File: config.mk
export PLATFORM = sky130hd
export DESIGN_NAME = stavka_c
export DESIGN_NICKNAME = d
export VERILOG_FILES = /design/src/rtl/stavka_c.sv
export SDC_FILE = /design/constraint.sdc
export NUM_CORES = 1
export LEC_CHECK = 0
export CAP_MARGIN = 20
export CORE_UTILIZATION = 35
export CTS_BUF_LIST = sky130_fd_sc_hd__clkbuf_16
export DETAILED_ROUTE_END_ITERATION = 12
export PLACE_DENSITY = 0.73
export SLEW_MARGIN = 10
export SYNTH_ARGS = -nofsm -noshare
export SYNTH_HDL_FRONTEND = slang
export SYNTH_SLANG_ARGS = --single-unit
File: constraint.sdc
create_clock -name clk -period 1.92 [get_ports clk]
set_input_delay 0.192 -clock clk [delete_from_list [all_inputs] [get_ports clk]]
set_output_delay 0.192 -clock clk [all_outputs]
set_load 0.03 [all_outputs]
File: src/rtl/stavka_c.sv
// stavka_c: normalizes a 6-bit mantissa / 4-bit exponent pair down to a
// 3-bit mantissa, saturating the exponent at 15.
//
// Ports:
//   clk, rst_n          clock, synchronous active-low reset
//   in_valid/in_ready   operand handshake (m_in, e_in)
//   out_valid/out_ready result handshake (m_out, e_out, ovf)
//
// Build option: define STAVKA_C_ROUND_EN to round half up on the
// last shifted-out bit; otherwise results truncate toward zero.
module stavka_c (
    input  logic       clk,
    input  logic       rst_n,
    input  logic       in_valid,
    output logic       in_ready,
    input  logic [5:0] m_in,
    input  logic [3:0] e_in,
    output logic       out_valid,
    input  logic       out_ready,
    output logic [2:0] m_out,
    output logic [3:0] e_out,
    output logic       ovf
);

`ifdef STAVKA_C_ROUND_EN
    localparam logic ROUND_EN = 1'b1;
`else
    localparam logic ROUND_EN = 1'b0;
`endif

    typedef enum logic [1:0] {
        IDLE,
        NORM,
        DONE
    } state_t;

    state_t     state_q, state_d;
    logic [5:0] m_q, m_d;
    logic [3:0] e_q, e_d;
    logic       g_q, g_d;
    logic       ovf_q, ovf_d;

    // Rounded mantissa, one bit wider so a carry out to 8 is visible.
    logic [3:0] m_rnd;

    always_comb begin
        state_d = state_q;
        m_d     = m_q;
        e_d     = e_q;
        g_d     = g_q;
        ovf_d   = ovf_q;
        m_rnd   = {1'b0, m_q[2:0]} + {3'b000, g_q};

        unique case (state_q)
            IDLE: begin
                if (in_valid) begin
                    g_d   = 1'b0;
                    ovf_d = 1'b0;
                    if (m_in == 6'd0) begin
                        // Zero has no exponent to keep.
                        m_d     = 6'd0;
                        e_d     = 4'd0;
                        state_d = DONE;
                    end else begin
                        m_d     = m_in;
                        e_d     = e_in;
                        state_d = NORM;
                    end
                end
            end
            NORM: begin
                if (m_q >= 6'd8) begin
                    if (e_q != 4'd15) begin
                        m_d = {1'b0, m_q[5:1]};
                        g_d = m_q[0];
                        e_d = e_q + 4'd1;
                    end else begin
                        m_d     = 6'd7;
                        ovf_d   = 1'b1;
                        state_d = DONE;
                    end
                end else begin
                    if (ROUND_EN && g_q) begin
                        if (m_rnd[3]) begin
                            // Carry out: renormalize by one more step.
                            if (e_q != 4'd15) begin
                                m_d = 6'd4;
                                e_d = e_q + 4'd1;
                            end else begin
                                m_d   = 6'd7;
                                ovf_d = 1'b1;
                            end
                        end else begin
                            m_d = {2'b00, m_rnd};
                        end
                    end
                    state_d = DONE;
                end
            end
            DONE: begin
                if (out_ready) begin
                    state_d = IDLE;
                end
            end
            default: begin
                state_d = IDLE;
            end
        endcase
    end

    always_ff @(posedge clk) begin
        if (!rst_n) begin
            state_q <= IDLE;
            m_q     <= 6'd0;
            e_q     <= 4'd0;
            g_q     <= 1'b0;
            ovf_q   <= 1'b0;
        end else begin
            state_q <= state_d;
            m_q     <= m_d;
            e_q     <= e_d;
            g_q     <= g_d;
            ovf_q   <= ovf_d;
        end
    end

    assign in_ready  = (state_q == IDLE);
    assign out_valid = (state_q == DONE);
    assign m_out     = m_q[2:0];
    assign e_out     = e_q;
    assign ovf       = ovf_q;

endmodule

==> results.tsv, run 1 <==
stage	metric	value	unit
final_layout	Multi-input gate area	431.7	um2
logic_synthesis	average size of a mapped cell	8.153	um2
logic_synthesis	post-synthesis mux area share	1.320	%
timing	final hold violations	0	
final_layout	Layout Nets	130	
timing	Slew Viols, Final	0	
global_route	first-pass GRT wire length	3.105	mm
clock_tree	total CTS buffers	3	
timing	setup violators final	0	
clock_tree	Reg clk slew, reported paths	0.05	ns
timing	Max Clock Freq	545.7	MHz
pwr	leakage power	0.3956	nW
routing	drt via density	5.376	
final_layout	FF+latch area	260.3	um2
floorplan	Placeable Area	2002	um2
timing	min Tclk post-route	1.832	ns
logic_synthesis	Synth Area in Adders	1.650	%
critical_path	Crit. End Element	primary output	
logic_synthesis	Post-synth EDFFs	0	
placement	Port Buf Inserts	23	
min_path	Min-Delay Path Class	register to register	
final_layout	most frequent cells in the layout	clkdlybuf4s50_1 (23), dfxtp_1 (13), nand2_1 (9), a21oi_1 (9), nor2_1 (8)	
clock_tree	worst-skew pair later-pin latency	0.24	ns
routing	wire per inst	12.85	um
final_layout	layout cells sized above 1	8.772	%
logic_synthesis	synth warn	0	
critical_path	CP Data Arrival Time	1.64	ns
critical_path	WS Path Type	register to primary output	
logic_synthesis	post-synthesis simple-gate area fraction	28.38	%
critical_path	CP Max Fanout	11	
routing	Iter 0 DRT Violations	15	
timing	TNS Setup	0	ns
global_route	vias in the first global route	729	
logic_synthesis	Synth area leader	dfxtp_1	
routing	detailed-route via count	758	
logic_synthesis	register bit total from synthesis	13	
logic_synthesis	post-synthesis sequential area ratio	34.32	%
floorplan	row count	16	
logic_synthesis	syn_nets	108	
logic_synthesis	Synth Area in Compound Gates	23.27	%
final_layout	Syn-to-layout area delta	39.93	%
critical_path	CP startpoint kind	register	
logic_synthesis	library cells used by synthesis	37	
timing	Worst Skew	0.001158	ns
global_route	total track usage	16.91	%
run_status	run status	finished clean	
floorplan	Die Wd	48.55	um
clock_tree	Root Buffer	clkbuf_16	
global_route	grt ovf	0	
logic_synthesis	largest family of logic cells by synthesized area	simple AND/OR/NAND/NOR gates	
floorplan	Die ar.	2357	um2
logic_synthesis	Cell Area, Synth	758.2	um2
clock_tree	PostCTS Resize Cnt	0	
logic_synthesis	synthesized instance count	93	
floorplan	Ports	24	
timing	RSZ-0062 raised after global routing	no	
logic_synthesis	Post-synth top flop	dfxtp_1	
final_layout	Layout fillers	197	
routing	DRC errors left	0	
global_route	initial antenna violation count	0	
floorplan	Die Y	48.55	um
routing	Routed Antenna Nets	0	
clock_tree	H-tree levels	1	
pwr	Max VDD drop	0.5502	mV
logic_synthesis	post-synth top area share	34.32	%
logic_synthesis	post-synthesis xor/xnor area fraction	2.310	%
logic_synthesis	async set-reset flop share out of synthesis	0	%
pwr	P per Cell Area	1061	nW/um2
timing	worst hold slack	0.4535	ns
logic_synthesis	top post-synthesis cells by area	dfxtp_1 (34%), a21oi_1 (5.9%), nand2_1 (4.5%)	
global_route	largest net degree at the start of global routing	13	
clock_tree	CTS max path bufs	2	
clock_tree	CTS tree	yes	
placement	HPWL after detailed placement	1.379	mm
timing	Slew headroom	74.15	%
final_layout	most common cell after layout, fill and taps aside	clkdlybuf4s50_1	
routing	drt pass-1 iters	4	
clock_tree	CTS Hold Buffers Added	0	
job	max cap viols	0	
routing	routed wire length	1.812	mm
placement	Routability Congestion	0.7929	
clock_tree	Post CTS Setup Buffer Count	0	
clock_tree	Clock Sinks	13	
timing	Tcrit/Tclk final	95.44	%
critical_path	CP Data Required Time	1.73	ns
timing	worst-margin pin slew	0.3873	ns
floorplan	Starting Density	37.87	%
final_layout	# diodes	0	
-- power breakdown --
part           switching [mW]  internal [mW]  total (mW)
logic                   0.204          0.172       0.376
registers              0.0503          0.310       0.360
clock network           0.114          0.275       0.389
-- stage by stage --
stage                     setup WS [ns]  utilization, %  power [mW]  cell area, um2  cells
after floorplan                  0.2899               -      0.6248           758.2     93
after global routing            0.02785           53.00       1.184            1061    141
final                           0.08763           53.00       1.125            1061    141
after detailed placement         0.1738           49.06      0.7387           982.2    137
after global placement           0.2084           49.06      0.7298           982.2    137
after CTS                       0.08121           53.00       1.130            1061    141
-- critical path, cell delays in order, from the launching register on --
cell and delay [ns]:
dfxtp_1 0.49, nor2b_1 0.22, clkdlybuf4s50_1 0.69
-- cell usage after synthesis, drive strengths merged (3+ instances only) --
cell type / number
dfxtp: 13
a21oi: 9
nand2: 9
nor2: 9
buf: 7
nand3: 6
nor3: 4
inv: 3
nand2b: 3
o221ai: 3
-- area by class of cell --
cell class	instances	area share, %
inverters	3	1.061
well taps	27	3.184
clock inverters	1	0.3538
multi-input cells	69	40.68
repair buffers	25	23.11
clock buffers	3	7.075
flip-flops and latches	13	24.53
-- kinds of logic (layout without fill, tap and decap cells) --
group	Yosys count	count (layout)
xor gates and xnor gates	2	2
DFF	13	13
muxes	1	1
buffers and inverters	11	32
and+or+nand+nor	41	41
AOI/OAI and AO/OA	24	24
adders and majority gates	1	1
-- routing by layer --
metal	up-vias	part of all wire, %	global-route usage (%)
met5	-	0	0
met4	0	1.2	6.373
met3	3	5.1	4.088
met2	22	50	28.87
met1	351	44	20.42
li1	382	-	-
-- flip-flops by register name (all words and copies together) (netlist names) --
signal,cells
state_q,2
m_q,6
e_out,4
ovf,1
-- final timing paths --
path                            from                     to  slack, ns  depth (start not counted)
max          state_q[1]$_SDFFE_PN0P_              out_valid       0.09                          2
min              m_q[0]$_SDFFE_PN0P_    m_q[0]$_SDFFE_PN0P_       0.45                          2
max reg2reg    e_out[0]$_SDFFE_PN0P_  e_out[0]$_SDFFE_PN0P_       0.29                          5
min reg2reg      m_q[0]$_SDFFE_PN0P_    m_q[0]$_SDFFE_PN0P_       0.45                          2
No activity file was read; power rests on OpenSTA's default activity.
==> run 2, diff against run 1 <==
- SLEW_MARGIN: 10 -> unset
- TNS_END_PERCENT: unset -> 10
==> results of run 2 <==
Final layout, timing and power as in run 1 (identical DEF).
==> run 3, diff against run 2 <==
- ABC_AREA: unset -> 1
- CORE_UTILIZATION: 35 -> 43
- PLACE_DENSITY: 0.73 -> 0.86
- SKIP_LAST_GASP: unset -> 1
==> results.tsv, run 3 <==
stage	metric	value	unit	change
run_status	run status	finished clean		
critical_path	CP Max Fanout	4		-7
logic_synthesis	Synth area leader	dfxtp_1		
timing	RSZ-0062 raised after global routing	no		
critical_path	CP startpoint kind	register		
logic_synthesis	syn_nets	125		+16%
clock_tree	Root Buffer	clkbuf_16		
timing	worst-margin pin slew	0.3144	ns	-0.07285 ns
floorplan	Ports	24		unchanged
pwr	Max VDD drop	0.6612	mV	+20%
job	max cap viols	0		unchanged
global_route	total track usage	20.67	%	+3.8 points
placement	HPWL after detailed placement	1.287	mm	-6.7%
final_layout	# diodes	0		unchanged
global_route	GR Util met1	26.70	%	+6.3 points
routing	detailed-route via count	803		+5.9%
clock_tree	Reg clk slew, reported paths	0.04	ns	about the same
floorplan	Die ar.	1838	um2	-22%
floorplan	Starting Density	46.59	%	+8.7 points
final_layout	most common cell after layout, fill and taps aside	clkdlybuf4s50_1		
final_layout	Syn-to-layout area delta	42.68	%	
logic_synthesis	post-synth top area share	36.24	%	+1.9 points
clock_tree	CTS max path bufs	2		unchanged
clock_tree	total CTS buffers	3		unchanged
critical_path	CP Data Required Time	1.73	ns	about the same
routing	Routed Antenna Nets	0		unchanged
min_path	Min-Delay Path Class	register to register		
clock_tree	worst-skew pair later-pin latency	0.24	ns	about the same
clock_tree	H-tree levels	1		unchanged
global_route	grt met2 use	31.82	%	+2.9 points
global_route	grt ovf	0		unchanged
critical_path	CP Data Arrival Time	1.51	ns	-0.13 ns
logic_synthesis	Cell Area, Synth	718.2	um2	-5.3%
final_layout	Biggest register	m_q		
timing	worst hold slack	0.4652	ns	+0.01171 ns
logic_synthesis	async set-reset flop share out of synthesis	0	%	unchanged
timing	min Tclk post-route	1.700	ns	-0.1320 ns
routing	drt via density	5.353		-0.42%
final_layout	most frequent cells in the layout	clkdlybuf4s50_1 (23), nand2_1 (22), nor2_1 (17)		
floorplan	Die Wd	42.87	um	-12%
final_layout	Largest register FFs	6		unchanged
timing	Max Clock Freq	588.1	MHz	+7.8%
pwr	leakage power	0.4797	nW	+21%
placement	Routability Congestion	0.8686		+9.5%
global_route	vias in the first global route	711		-2.5%
logic_synthesis	top post-synthesis cells by area	dfxtp_1 (36%), nand2_1 (11%), nand3_1 (9.1%)		
logic_synthesis	Post-synth EDFFs	0		unchanged
routing	drt pass-1 iters	4		unchanged
placement	Port Buf Inserts	23		unchanged
global_route	M3 GR Usage	5.532	%	+1.4 points
timing	setup violators final	0		unchanged
floorplan	row count	14		-2
clock_tree	Post CTS Setup Buffer Count	0		unchanged
floorplan	Placeable Area	1541	um2	-23%
logic_synthesis	Post-synth top flop	dfxtp_1		
global_route	largest net degree at the start of global routing	10		-3
timing	Slew headroom	78.97	%	+4.8 points
clock_tree	Clock Sinks	13		unchanged
clock_tree	CTS Hold Buffers Added	0		unchanged
floorplan	Die Y	42.87	um	-12%
critical_path	Crit. End Element	primary output		
timing	TNS Setup	0	ns	unchanged
routing	Iter 0 DRT Violations	26		+11
logic_synthesis	post-synthesis sequential area ratio	36.24	%	+1.9 points
timing	final hold violations	0		unchanged
global_route	initial antenna violation count	0		unchanged
timing	Slew Viols, Final	0		unchanged
logic_synthesis	average size of a mapped cell	6.529	um2	-20%
routing	routed wire length	1.753	mm	-3.3%
logic_synthesis	synth warn	0		unchanged
final_layout	Layout Nets	150		+15%
timing	Worst Skew	0.0006311	ns	-0.0005273 ns
routing	wire per inst	11.69	um	-9.1%
final_layout	Layout fillers	140		-29%
global_route	gr busiest metal	met2		
clock_tree	CTS tree	yes		
routing	DRC errors left	0		unchanged
logic_synthesis	Synth top cells by count	nand2_1 (22), nor2_1 (17), dfxtp_1 (13), nand3_1 (13), inv_1 (12)		
critical_path	WS Path Type	register to primary output		
final_layout	layout cells sized above 1	8.209	%	-0.56 points
logic_synthesis	most common cell in the netlist	nand2_1		
timing	Tcrit/Tclk final	88.56	%	-6.9 points
logic_synthesis	library cells used by synthesis	19		-49%
clock_tree	PostCTS Resize Cnt	0		unchanged
global_route	first-pass GRT wire length	2.884	mm	-7.1%
logic_synthesis	register bit total from synthesis	13		unchanged
pwr	P per Cell Area	1196	nW/um2	+13%
logic_synthesis	synthesized instance count	110		+18%
==> run 3: worst max-delay path, stage by stage, from the launching register on <==
cell             delay (ns)
dfxtp_1                0.42
inv_1                  0.10
nor2_1                 0.09
clkdlybuf4s50_1        0.66
==> run 3: final timing paths <==
| kind | from | to | slack (ns) | depth (start not counted) |
|---|---|---|---|---|
| max | state_q[1]$_SDFFE_PN0P_ | out_valid | 0.22 | 3 |
| min | m_q[5]$_SDFFE_PN0P_ | m_q[5]$_SDFFE_PN0P_ | 0.47 | 2 |
| max reg2reg | e_out[0]$_SDFFE_PN0P_ | e_out[2]$_SDFFE_PN0P_ | 0.53 | 6 |
| min reg2reg | m_q[5]$_SDFFE_PN0P_ | m_q[5]$_SDFFE_PN0P_ | 0.47 | 2 |
==> run 3: cells by family (layout without fill, tap and decap cells) <==
kind of cell | after synthesis | count (layout) | synth area share (%)
compound gates | 21 | 21 | 16.20
fa+ha+maj | 1 | 1 | 1.742
flops | 13 | 13 | 36.24
buf+inv | 17 | 41 | 10.45
simple gates | 58 | 58 | 35.37
==> run 3: area by class of cell <==
cell class                      count  area (um2)  share of cell area [%]
Clock buffer                        3       75.07                   7.326
Clock inverter                      1       3.754                  0.3663
Inverter                           14       52.55                   5.128
Multi-Input combinational cell     80       382.9                   37.36
Sequential cell                    13       260.3                   25.40
Tap cell                           16       20.02                   1.954
Timing Repair Buffer               23       230.2                   22.47
==> run 3: metal layers <==
metal  routed length [um]  share of wire, %
met5                    0                 0
met3                  144               8.2
met1                  758                43
met4                   27               1.5
met2                  823                47
==> run 3: per-stage QoR <==
step	setup WS (ns)	util (%)	instances	instance area (um2)	total power [mW]
after floorplan	0.4656	-	110	718.2	0.6895
after global placement	0.5018	61.36	146	945.9	0.8214
after detailed placement	0.4772	61.36	146	945.9	0.8333
after CTS	0.2153	66.48	150	1025	1.228
after global routing	0.1366	66.48	150	1025	1.295
final	0.2197	66.48	150	1025	1.226
==> run 3: where the power goes <==
part	internal [mW]	total (mW)	switching, mW
combinational	0.184	0.463	0.279
clock	0.275	0.390	0.115
sequential	0.322	0.373	0.0513
==> variant 1, RTL diff (config.mk and constraints of run 2) <==
Set the localparam `ROUND_EN` to 1'b1 (it was 1'b0).
--- a/src/rtl/stavka_c.sv
+++ b/src/rtl/stavka_c.sv
@@ -25,7 +25,7 @@
 `ifdef STAVKA_C_ROUND_EN
     localparam logic ROUND_EN = 1'b1;
 `else
-    localparam logic ROUND_EN = 1'b0;
+    localparam logic ROUND_EN = 1'b1;
 `endif
 
     typedef enum logic [1:0] {
Check against the original RTL: not equivalent (a bounded check fails within 4 cycles, from zero or initial values and one cycle with rst_n low).
==> variant 1 against run 2 <==
- fmax up 2.4%
- total power up 3.8%
- area after synthesis up 28%
- largest cell class unchanged
- synthesized cell count up 26%
- core utilization down 2.3 points
- combinational power up 5%
- worst setup slack better by 44 ps
- final area up 22%
- sequential cell count up 1
- routed wire length up 26%
==> variant 1: results (changes against run 2) <==
{| class="wikitable"
! Metric !! Value
|-
| Result of the run || finished clean
|-
| Number of buffers added by the clock tree synthesis step || 3 (unchanged)
|-
| Via count of the first global-routing pass || 818 (+12%)
|-
| Number of antenna cells inserted || 0 (unchanged)
|-
| Min Hold Slack || 488 ps (+34.1 ps)
|-
| Final weighted congestion of routability-driven global placement || 0.770 (-2.8%)
|-
| Total number of vias || 927 (+22%)
|-
| Inst Count DP || 164 (+20%)
|-
| Crit Reg-Reg Startpoint || g_q
|-
| Post-detailed-route wirelength per cell || 13.6 um (+5.8%)
|-
| Critical R2R Capture || m_q[1]
|-
| Worst hold stages || 2 (unchanged)
|-
| Top post-synthesis cells by area || sky130_fd_sc_hd__dfxtp_1, sky130_fd_sc_hd__nand2_1, sky130_fd_sc_hd__mux2i_1, sky130_fd_sc_hd__a211oi_1, sky130_fd_sc_hd__ha_1
|-
| Synth Instances || 117 (+26%)
|-
| Count of different cell masters after synthesis || 42 (+14%)
|-
| Met3 GRT Util || 3.33% (-0.75 points)
|-
| Worst hold path endpoint || ovf
|-
| Leakage || 0.508 nW (+28%)
|-
| Xor/xnor share of the synthesized area || 1.80% (-0.51 points)
|-
| Synthesized-area fraction occupied by ao, oa, aoi and oai cells || 28.7% (+5.4 points)
|-
| Top post-synthesis cells by count || sky130_fd_sc_hd__dfxtp_1, sky130_fd_sc_hd__nand2_1, sky130_fd_sc_hd__a21oi_1, sky130_fd_sc_hd__nor2_1
|-
| Tot GR Track Use || 17.6% (+0.70 points)
|-
| Maximum number of pins on one net before global-route repair || 17 (+4)
|-
| Layout cells sized above 1 || 10.1% (+1.4 points)
|-
| Placed cell areas || 1210 um2 (+23%)
|-
| GR Layer Usage met2 || 29.7% (+0.85 points)
|-
| Hold path start || ovf
|-
| Pre-CTS setup slack || 187 ps (+13.3 ps)
|-
| Multiplexer area fraction after synthesis || 5.27% (+3.9 points)
|-
| Final HPWL from detailed placement || 1.75 mm (+27%)
|-
| Critical path arrival || 1600 ps (-40 ps)
|-
| Clock Skew || 3.15 ps (+1.99 ps)
|-
| Fraction of met1 tracks used by global routing || 21.4% (+0.97 points)
|-
| Net count of the mapped netlist || 134 (+24%)
|-
| Max rail drop VDD || 0.534 mV (-3.0%)
|-
| First-pass GRT wire length || 3.69 mm (+19%)
|}
## variant 1: metal layers
metal,part of all wire (%),wire length (um)
met3,3.7,85
met2,46,1060
met1,48,1100
met5,0,0
met4,1.8,40
## variant 1: worst max path at each step
stage	start	endpoint	slack [ps]	cells past startpoint
CTS	state_q[1]	out_valid	120	2
floorplan	e_out[0]	m_q[0]	270	6
finish	state_q[1]	out_valid	130	2
global placement	m_in[3]	e_out[3]	210	5
detailed placement	m_in[3]	e_out[3]	190	5
global route	state_q[1]	out_valid	50	2
## variant 1: where the power goes
part           switching, mW  internal [mW]
registers             0.0514          0.328
logic                  0.210          0.183
clock network          0.120          0.275
total                  0.381          0.787
## variant 1: cell type report
type | instances | area (um2)
well taps | 30 | 37.5
flip-flops and latches | 14 | 280
clock inverters | 1 | 3.75
fillers | 242 | 1250
multi-input cells | 91 | 626
inverters | 2 | 7.51
repair buffers | 27 | 260
clock buffers | 3 | 75.1
==> variant 2, RTL diff (settings of run 2) <==
Without the edit above. `m_q` no longer has a reset.
--- a/src/rtl/stavka_c.sv
+++ b/src/rtl/stavka_c.sv
@@ -111,17 +111,19 @@
     always_ff @(posedge clk) begin
         if (!rst_n) begin
             state_q <= IDLE;
-            m_q     <= 6'd0;
             e_q     <= 4'd0;
             g_q     <= 1'b0;
             ovf_q   <= 1'b0;
         end else begin
             state_q <= state_d;
-            m_q     <= m_d;
             e_q     <= e_d;
             g_q     <= g_d;
             ovf_q   <= ovf_d;
         end
+    end
+
+    always_ff @(posedge clk) begin
+        m_q <= m_d;
     end
 
     assign in_ready  = (state_q == IDLE);
Check against the original RTL: not equivalent (Yosys sat finds a counterexample within 4 cycles, from zero or initial values and one cycle with rst_n low).
==> variant 2 against run 2 <==
- sequential cell count stayed put
- non-clock buffer count is 1 lower
- final area is 1.9% lower
- synthesized cell count is 28% lower
- routed wire length is 13% lower
- total power is 0.68% higher
- area after synthesis is 5.4% lower
- sequential share of layout area is 6.2 points higher
- worst setup slack better by 90 ps
- critical path depth stayed put
- sequential power is 8.6% higher
- combinational power is 5.9% lower
- highest routed layer unchanged
==> variant 2: results (changes against run 2) <==
{| class="wikitable"
! Metric !! Value
|-
| Drt first-iter violations || 12 (-3)
|-
| Clock latency on the worst-skew pair || 240 ps (about the same)
|-
| Top post-synthesis cells by area || sky130_fd_sc_hd__edfxtp_1, sky130_fd_sc_hd__dfxtp_1, sky130_fd_sc_hd__a32oi_4, sky130_fd_sc_hd__o22a_1, sky130_fd_sc_hd__buf_4
|-
| Number of buffers added by the clock tree synthesis step || 3 (unchanged)
|-
| Net count reported at finish || 107 (-18%)
|-
| Number of antenna violations at the first check in global routing || 0 (unchanged)
|-
| Post-Route WL || 1.57 mm (-13%)
|-
| Pre-CTS setup slack || 167 ps (-6.73 ps)
|-
| Result of the run || finished clean
|-
| Max rail drop VDD || 0.498 mV (-9.6%)
|-
| Net count of the mapped netlist || 82 (-24%)
|-
| Number of synthesized flops with an enable pin || 6 (+6)
|-
| Total number of vias || 612 (-19%)
|-
| Resize count post-CTS || 0 (unchanged)
|-
| Critical path arrival || 1550 ps (-90 ps)
|-
| Cell taking the most area after synthesis || sky130_fd_sc_hd__edfxtp_1
|-
| Proportion of netlist area held by the largest area contributor || 25.1% (-9.2 points)
|-
| First-pass GRT wire length || 2.34 mm (-25%)
|-
| Layout cells sized above 1 || 15.4% (+6.6 points)
|-
| Leakage || 0.371 nW (-6.2%)
|-
| Area growth syn-to-layout || 45.2%
|-
| Top post-synthesis cells by count || sky130_fd_sc_hd__dfxtp_1, sky130_fd_sc_hd__edfxtp_1, sky130_fd_sc_hd__nand2_1
|-
| Via count of the first global-routing pass || 514 (-29%)
|-
| Number of inserted filler cells in the final layout || 188 (-4.6%)
|-
| Highest cell delay on the worst timing path || 720 ps (+30 ps)
|-
| Tot GR Track Use || 15.3% (-1.6 points)
|-
| Placed cell areas || 961 um2 (-2.2%)
|-
| Clock edge transition at the registers on the reported setup and hold paths || 50 ps (about the same)
|-
| Clock Skew || 1.99 ps (+0.836 ps)
|-
| Rel. slew slack || 68.1% (-6.0 points)
|-
| Slowest stage cell on the critical path || sky130_fd_sc_hd__clkdlybuf4s50_1
|-
| Final weighted congestion of routability-driven global placement || 0.752 (-5.2%)
|-
| Final HPWL from detailed placement || 1.18 mm (-14%)
|-
| Number of antenna cells inserted || 0 (unchanged)
|-
| Largest fanout of any net on the critical path || 6 (-5)
|-
| Part of the Yosys area used for sequential elements || 44.7% (+10 points)
|}
variant 2: cell count changes after synthesis, sizes merged, moves of 5 or more:
cell / change
dfxtp: -6
nand2: -5
a21oi: -6
edfxtp: +6
nor2: -5
variant 2: final cells by class:
cell class	count	share of cell area [%]
sequential	13	30.8
clock buffer	3	7.21
inverter	2	0.721
clock inverter	1	0.481
tap	27	3.25
multi-input combinational	48	34.7
timing repair buffer	24	22.8
variant 2: where the power goes:
| part | internal, mW | switching [mW] | total, mW |
|---|---|---|---|
| logic | 0.166 | 0.188 | 0.354 |
| clock network | 0.277 | 0.112 | 0.388 |
| registers | 0.348 | 0.0426 | 0.391 |
variant 2: cell families (layout without fill, tap and decap cells):
group,after synthesis,count (layout),synth area share [%]
AO/OA/AOI/OAI,21,21,26.0
XOR/XNOR,2,2,2.44
adder cells (fa/ha/maj),1,1,1.74
buffers and inverters,6,30,4.89
flip-flops,13,13,44.7
multiplexers,1,1,1.57
AND/OR/NAND/NOR,23,23,18.7
variant 2: critical path: cells and delay by family, from the launching register on:
family / cells / cell delay, ps
flip-flops: 1 / 350
buffers and inverters: 1 / 720
AND/OR/NAND/NOR: 1 / 240
variant 2: final timing paths:
path	from	end	slack, ps	depth (start not counted)
worst min-delay path	e_out[1]	e_out[1]	490	2
worst max-delay path	state_q[1]	in_ready	180	2
worst min register to register	e_out[1]	e_out[1]	490	2
worst max register to register	m_q[5]	e_out[0]	360	4
variant 2: layer usage:
metal,global-route usage [%],up-vias,part of all wire (%)
li1,-,301,-
met1,20.2,295,48
met2,23.8,14,47
met3,3.46,2,3.1
met4,6.86,0,1.2
met5,0,-,0
variant 2: stage by stage:
stage | cells | hold WS, ps
finish | 118 | 494
global route | 118 | 524
CTS | 118 | 501
detailed placement | 114 | 492
global placement | 114 | 488
floorplan | 67 | 288
